===== src/rtl/vga_mem_pkg.sv =====
// ---------------------------------------------------------------------------
// vga_mem_pkg
// Shared constants and types for the VGA memory-fetch path.
//   ADDR_W / DATA_W / BURST_W : SDRAM Avalon-MM bus geometry
//   arb_state_t               : burst arbiter states (IDLE, ISSUE, DATA)
//   PORT0 / PORT1             : port indices (background / sprite fetcher)
//   cnt_width()               : bit width needed to hold 0..max_val
// ---------------------------------------------------------------------------
package vga_mem_pkg;

    localparam int ADDR_W  = 30;
    localparam int DATA_W  = 16;
    localparam int BURST_W = 5;

    localparam logic PORT0 = 1'b0;
    localparam logic PORT1 = 1'b1;

    typedef enum logic [1:0] {
        IDLE  = 2'd0,
        ISSUE = 2'd1,
        DATA  = 2'd2
    } arb_state_t;

    function automatic int cnt_width(input int max_val);
        return (max_val < 1) ? 1 : $clog2(max_val + 1);
    endfunction

endpackage


===== src/rtl/arb_pick.sv =====
// ---------------------------------------------------------------------------
// arb_pick
// Combinational winner select for the two-port SDRAM read arbiter.
// Ports:
//   i_req0, i_req1 : read requests from port 0 / port 1
//   i_urgent       : port-0 line FIFO is below its refill threshold
//   i_consec       : back-to-back port-0 grants taken while port 1 waited
//   i_last_grant   : owner of the most recently completed burst
//   o_valid        : at least one port is requesting
//   o_grant        : winning port index (meaningful only when o_valid)
// ---------------------------------------------------------------------------
module arb_pick
    import vga_mem_pkg::*;
#(
    parameter int M0_MAX_CONSEC = 4,
    parameter int CNT_W         = 3
) (
    input  logic             i_req0,
    input  logic             i_req1,
    input  logic             i_urgent,
    input  logic [CNT_W-1:0] i_consec,
    input  logic             i_last_grant,
    output logic             o_valid,
    output logic             o_grant
);

    localparam logic [CNT_W-1:0] CONSEC_MAX = CNT_W'(M0_MAX_CONSEC);

    always_comb begin
        o_valid = i_req0 | i_req1;
        o_grant = PORT0;
        if (i_req0 && !i_req1) begin
            o_grant = PORT0;
        end else if (!i_req0 && i_req1) begin
            o_grant = PORT1;
        end else if (i_req0 && i_req1) begin
            // Urgent background refill may jump the queue, but only until
            // the cap is reached; after that plain round-robin lets the
            // sprite fetcher through.
            if (i_urgent && (i_consec < CONSEC_MAX)) begin
                o_grant = PORT0;
            end else begin
                o_grant = ~i_last_grant;
            end
        end
    end

endmodule


===== src/rtl/sdram_read_arbiter.sv =====
// ---------------------------------------------------------------------------
// sdram_read_arbiter
// Shares one SDRAM Avalon-MM burst-read master port between the VGA
// background fetcher (port 0) and the sprite fetcher (port 1). One burst is
// outstanding at a time: the winner's command is latched in IDLE, presented
// in ISSUE until the SDRAM accepts it, and its read beats are steered back
// to the owner in DATA.
// Ports:
//   clk, reset                      : clock, asynchronous active-high reset
//   mN_read/address/burstcount      : burst read request from port N
//   m0_urgent                       : port-0 FIFO low, favour port 0
//   mN_waitrequest                  : low only in the cycle N is accepted
//   mN_readdatavalid / mN_readdata  : read beats routed to port N
//   sd_read/chipselect/begin...     : command strobes to SDRAM controller
//   sd_address/burstcount/byteenable: command fields to SDRAM controller
//   sd_waitrequest/readdatavalid/readdata : responses from SDRAM controller
// ---------------------------------------------------------------------------
module sdram_read_arbiter
    import vga_mem_pkg::*;
#(
    parameter int M0_MAX_CONSEC = 4
) (
    input  logic               clk,
    input  logic               reset,

    input  logic               m0_read,
    input  logic [ADDR_W-1:0]  m0_address,
    input  logic [BURST_W-1:0] m0_burstcount,
    input  logic               m0_urgent,
    output logic               m0_waitrequest,
    output logic               m0_readdatavalid,
    output logic [DATA_W-1:0]  m0_readdata,

    input  logic               m1_read,
    input  logic [ADDR_W-1:0]  m1_address,
    input  logic [BURST_W-1:0] m1_burstcount,
    output logic               m1_waitrequest,
    output logic               m1_readdatavalid,
    output logic [DATA_W-1:0]  m1_readdata,

    output logic               sd_read,
    output logic               sd_chipselect,
    output logic               sd_beginbursttransfer,
    output logic [ADDR_W-1:0]  sd_address,
    output logic [BURST_W-1:0] sd_burstcount,
    output logic [1:0]         sd_byteenable,
    input  logic               sd_waitrequest,
    input  logic               sd_readdatavalid,
    input  logic [DATA_W-1:0]  sd_readdata
);

    localparam int               CNT_W      = cnt_width(M0_MAX_CONSEC);
    localparam logic [CNT_W-1:0] CONSEC_MAX = CNT_W'(M0_MAX_CONSEC);

    arb_state_t         r_state;
    arb_state_t         w_state_nxt;
    logic               r_grant;
    logic               r_last_grant;
    logic               r_first;
    logic [ADDR_W-1:0]  r_addr;
    logic [BURST_W-1:0] r_burst;
    logic [BURST_W-1:0] r_beat_cnt;
    logic [CNT_W-1:0]   r_consec;

    logic               w_pick_valid;
    logic               w_pick_grant;
    logic [BURST_W-1:0] w_sel_burst;
    logic [ADDR_W-1:0]  w_sel_addr;

    // A zero burstcount still moves one beat.
    function automatic logic [BURST_W-1:0] norm_burst(input logic [BURST_W-1:0] b);
        return (b == '0) ? BURST_W'(1) : b;
    endfunction

    arb_pick #(
        .M0_MAX_CONSEC (M0_MAX_CONSEC),
        .CNT_W         (CNT_W)
    ) u_pick (
        .i_req0       (m0_read),
        .i_req1       (m1_read),
        .i_urgent     (m0_urgent),
        .i_consec     (r_consec),
        .i_last_grant (r_last_grant),
        .o_valid      (w_pick_valid),
        .o_grant      (w_pick_grant)
    );

    assign w_sel_addr  = (w_pick_grant == PORT1) ? m1_address : m0_address;
    assign w_sel_burst = (w_pick_grant == PORT1) ? m1_burstcount : m0_burstcount;

    // Command fields come straight from the latches so they stay stable for
    // the whole time the SDRAM holds waitrequest.
    assign sd_address    = r_addr;
    assign sd_burstcount = r_burst;
    assign sd_byteenable = 2'b11;

    // Read data is broadcast; only the owner's valid is raised.
    assign m0_readdata = sd_readdata;
    assign m1_readdata = sd_readdata;

    // State register.
    always_ff @(posedge clk or posedge reset) begin
        if (reset) begin
            r_state <= IDLE;
        end else begin
            r_state <= w_state_nxt;
        end
    end

    // Next state and command/response strobes.
    always_comb begin
        w_state_nxt           = r_state;
        sd_read               = 1'b0;
        sd_chipselect         = 1'b0;
        sd_beginbursttransfer = 1'b0;
        m0_waitrequest        = 1'b1;
        m1_waitrequest        = 1'b1;
        m0_readdatavalid      = 1'b0;
        m1_readdatavalid      = 1'b0;
        case (r_state)
            IDLE: begin
                if (w_pick_valid) begin
                    w_state_nxt = ISSUE;
                end
            end
            ISSUE: begin
                sd_read               = 1'b1;
                sd_chipselect         = 1'b1;
                sd_beginbursttransfer = r_first;
                if (!sd_waitrequest) begin
                    w_state_nxt = DATA;
                    if (r_grant == PORT0) begin
                        m0_waitrequest = 1'b0;
                    end else begin
                        m1_waitrequest = 1'b0;
                    end
                end
            end
            DATA: begin
                // Beats arriving in any other state are simply not forwarded.
                if (sd_readdatavalid) begin
                    if (r_grant == PORT0) begin
                        m0_readdatavalid = 1'b1;
                    end else begin
                        m1_readdatavalid = 1'b1;
                    end
                    if (r_beat_cnt == BURST_W'(1)) begin
                        w_state_nxt = IDLE;
                    end
                end
            end
            default: begin
                w_state_nxt = IDLE;
            end
        endcase
    end

    // Grant, command latches, fairness counter and beat counter.
    always_ff @(posedge clk or posedge reset) begin
        if (reset) begin
            r_grant      <= PORT0;
            r_last_grant <= PORT1;
            r_first      <= 1'b0;
            r_addr       <= '0;
            r_burst      <= '0;
            r_beat_cnt   <= '0;
            r_consec     <= '0;
        end else begin
            case (r_state)
                IDLE: begin
                    if (w_pick_valid) begin
                        r_grant <= w_pick_grant;
                        r_addr  <= w_sel_addr;
                        r_burst <= norm_burst(w_sel_burst);
                        r_first <= 1'b1;
                        // Only grants taken while port 1 waits count toward
                        // the cap; an uncontested port-0 grant restarts at 1.
                        if (w_pick_grant == PORT1) begin
                            r_consec <= '0;
                        end else if (!m1_read) begin
                            r_consec <= CNT_W'(1);
                        end else if (r_consec < CONSEC_MAX) begin
                            r_consec <= r_consec + CNT_W'(1);
                        end
                    end
                end
                ISSUE: begin
                    r_first <= 1'b0;
                    if (!sd_waitrequest) begin
                        r_beat_cnt <= r_burst;
                    end
                end
                DATA: begin
                    if (sd_readdatavalid) begin
                        r_beat_cnt <= r_beat_cnt - BURST_W'(1);
                        if (r_beat_cnt == BURST_W'(1)) begin
                            r_last_grant <= r_grant;
                        end
                    end
                end
                default: begin
                end
            endcase
        end
    end

endmodule


===== config.mk =====
export PLATFORM = sky130hd
export DESIGN_NAME = sdram_read_arbiter
export DESIGN_NICKNAME = d
export VERILOG_FILES = /design/src/rtl/vga_mem_pkg.sv /design/src/rtl/arb_pick.sv /design/src/rtl/sdram_read_arbiter.sv
export SDC_FILE = /design/constraint.sdc
export NUM_CORES = 1
export LEC_CHECK = 0
export ABC_CLOCK_PERIOD_IN_PS = 2100
export CAP_MARGIN = 20
export CORE_ASPECT_RATIO = 2
export CORE_UTILIZATION = 37
export CTS_CLUSTER_DIAMETER = 40
export DETAILED_ROUTE_END_ITERATION = 7
export PLACE_DENSITY = 0.85
export REMOVE_ABC_BUFFERS = 1
export SYNTH_ARGS = -nofsm -noshare
export SYNTH_HDL_FRONTEND = slang
export SYNTH_HIERARCHICAL = 1
export SYNTH_SLANG_ARGS = --single-unit

===== constraint.sdc =====
create_clock -name clk -period 2.1 [get_ports clk]
set_input_delay 0.42 -clock clk [delete_from_list [all_inputs] [get_ports clk]]
set_output_delay 0.42 -clock clk [all_outputs]
set_load 0.01 [all_outputs]

==> impl_metrics.ini <==
[run_status]
status = finished clean

[global_routing]
grt_first_pass_wirelength_um = 10800
grt_use_total_pct = 18.7
antenna_found_initial = 0
grt-ovfl-total = 0
grt_pass1_vias = 2196
grt_max_degree = 47

[detailed_routing]
drt_wl_total_um = 7030
routed_via_density = 4.92
routedWlPerCell_um = 15.5
post-route-drc-count = 0
ant_nets = 0
firstDrtPassIters = 4
dr_total_vias = 2227
drt-initial-drc-count = 60

[cts]
root_buffer = clkbuf_16
path_clk_slew_ns = 0.06
clk_latency_ns = 0.28
cts_tree = yes
htreeDepth = 2
holdBufCountCts = 0
cts_max_path_buffers = 2
cts_buffers = 5
clock_sinks = 48

[worst_setup_path]
reg2reg_depth = 3
cp-end-kind = output pin
cp_max_fo = 2
startpoint_type = input port
worstPathCellList = clkdlybuf4s50_1, nor3b_2, nand2_1, clkdlybuf4s50_1
required_ns = 1.68
r2r_start = r_state[1]
critPathKind = input port to output pin
slowest_delay_ns = 0.47
crit_top_cell = clkdlybuf4s50_1
r2r_slack_ns = 0.50
r2r-end = r_consec[0]
path_buf_inv = 2
cp_top_family = buffers and inverters
critPathArrivalTime_ns = 1.63
slowest_stage = clkdlybuf4s50_1

[hold_path]
min_path_type = input port to asynchronous set/reset pin

[pwr]
p_per_area_nw_per_um2 = 1240
vdd_drop_max_mv = 0.690
leakagePower_uw = 0.00171

[synthesis]
ys_types = 42
synth_edf_count = 0
yosysTopAreaCell = dfrtp_1
syn_area_um2 = 2680
synth.most_common_cell = dfrtp_1
synthTopCellsByArea = dfrtp_1, mux2i_1, buf_4, nand2_1, o21ai_1
ys_seq_area_share_pct = 44.9
ys_seq_elements = 48
postSynthCellCount = 274
yosysTopAreaCellShare_pct = 43.9
synth-async-reset-ratio_pct = 100
synth_warnings = 6
synthTopCellsByCount = dfrtp_1, nand2_1, buf_4, mux2i_1, o21ai_1
synth_ff_type = dfrtp_1
syn_area_per_cell_um2 = 9.77

[placed_design]
preCtsSetupSlack_ns = -0.111
post-dp-hpwl_um = 5730
place_congestion = 0.849
port_buffers = 118
dpl_cell_area_um2 = 3750

[timing]
setup_viol = 0
post-route-min-period_ns = 2.05
hold_ws_ns = 0.461
hold_viol = 0
fin_skew_ns = 0.00307
slew_viol_final = 0
timing.fmax_ghz = 0.487
min_period_over_period_pct = 97.7
grt_setup_unrepaired = false
tns_ns = 0
worst_slack_ns = 0.0478

[die]
die_w_um = 62.2
io_pins = 169
initial_core_util_pct = 38.6
core_um2 = 6940
fp-row-count = 43
dieArea_um2 = 7600
die_h_um = 122

[final_layout]
multiInputGateArea_um2 = 1100
final_net_count = 458
antenna_cells = 0
n_fill_cell = 600
drive_above_1_share_pct = 8.26
fin_area_um2 = 3910
regArea_um2 = 1200
syn2layout_area_growth_pct = 45.9

[run]
maxCapViolations = 0
## flip-flops by register name, summed over array words and instances (netlist names)
| signal | flops |
|---|---|
| r_beat_cnt | 5 |
| r_consec | 3 |
| r_first | 1 |
| r_grant | 1 |
| r_last_grant | 1 |
| r_state | 2 |
| sd_address | 30 |
| sd_burstcount | 5 |
## through the flow
step / cells / util [%] / power [uW]
2_1_floorplan: 224 / - / 2810
3_3_place_gp: 444 / 54.0 / 4030
3_5_place_dp: 444 / 54.0 / 4120
4_1_cts: 452 / 56.0 / 4900
5_1_grt: 453 / 56.3 / 5190
6_report: 453 / 56.3 / 4860
## worst max-delay path by stage
stage,start,end,slack (ns),cells past startpoint
2_1_floorplan,m0_read,r_first,-0.23,3
3_3_place_gp,sd_readdatavalid,m0_readdatavalid,-0.06,4
3_5_place_dp,sd_readdatavalid,m0_readdatavalid,-0.11,4
4_1_cts,r_state[0],sd_beginbursttransfer,0.03,3
5_1_grt,sd_waitrequest,m1_waitrequest,0.0001,4
6_report,sd_waitrequest,m1_waitrequest,0.05,4
## worst reg2reg max path, delay by kind of cell (launching register included)
kind	cells	cell delay, ns
AO/OA/AOI/OAI	1	0.23
buffers and inverters	1	0.21
flip-flops	1	0.49
AND/OR/NAND/NOR	1	0.56
## routing by layer
| metal | GRT usage, % | up-vias | routed length (um) | part of all wire [%] |
|---|---|---|---|---|
| li1 | - | 1076 | - | - |
| met1 | 16.9 | 1010 | 2350 | 33 |
| met2 | 33.9 | 121 | 3740 | 53 |
| met3 | 8.83 | 18 | 699 | 9.9 |
| met4 | 9.30 | 2 | 193 | 2.7 |
| met5 | 4.86 | - | 46 | 0.65 |
## cell type report
| class | count | share of cell area, % |
|---|---|---|
| timing repair buffer | 131 | 34.1 |
| sequential | 48 | 30.8 |
| multi-input combinational | 169 | 28.0 |
| clock buffer | 8 | 3.49 |
| tap | 90 | 2.88 |
| inverter | 7 | 0.672 |
## timing repair
item	CTS	global route
setup endpoints to repair	5	3
pin swaps	0	1
gates resized for setup	5	3
buffers inserted	0	1
## kinds of logic after synthesis
| group | Yosys count | synth area share, % |
|---|---|---|
| AND/OR/NAND/NOR | 72 | 13.3 |
| buffers and inverters | 58 | 14.6 |
| AO/OA/AOI/OAI | 56 | 12.1 |
| flip-flops | 48 | 44.9 |
| multiplexers | 36 | 13.5 |
| adder cells (fa/ha/maj) | 3 | 1.40 |
| other | 1 | 0.140 |
## where the power goes
group / switching [uW] / internal (uW)
registers: 329 / 1380
logic: 1070 / 1330
clock network: 310 / 443
total: 1710 / 3150
## layout by cell type, fill, tap and decap left out, types with 3 or more instances in the layout
master           synthesis  final
a21oi_1                  3      3
mux2i_1                 35     35
a22oi_1                  3      3
o21ai_1                 27     27
nand2b_1                 3      3
ha_1                     3      3
buf_4                   35      9
nand2_1                 43     43
clkbuf_16                0      5
clkbuf_1                 3      3
clkdlybuf4s50_1          0    114
o22ai_1                  3      3
dfrtp_1                 47     45
inv_1                    7      6
o21ai_0                 10     10
o2bb2ai_1                3      3
buf_12                   0      4
nor3b_1                  4      4
No activity file was read; power rests on OpenSTA's default activity.
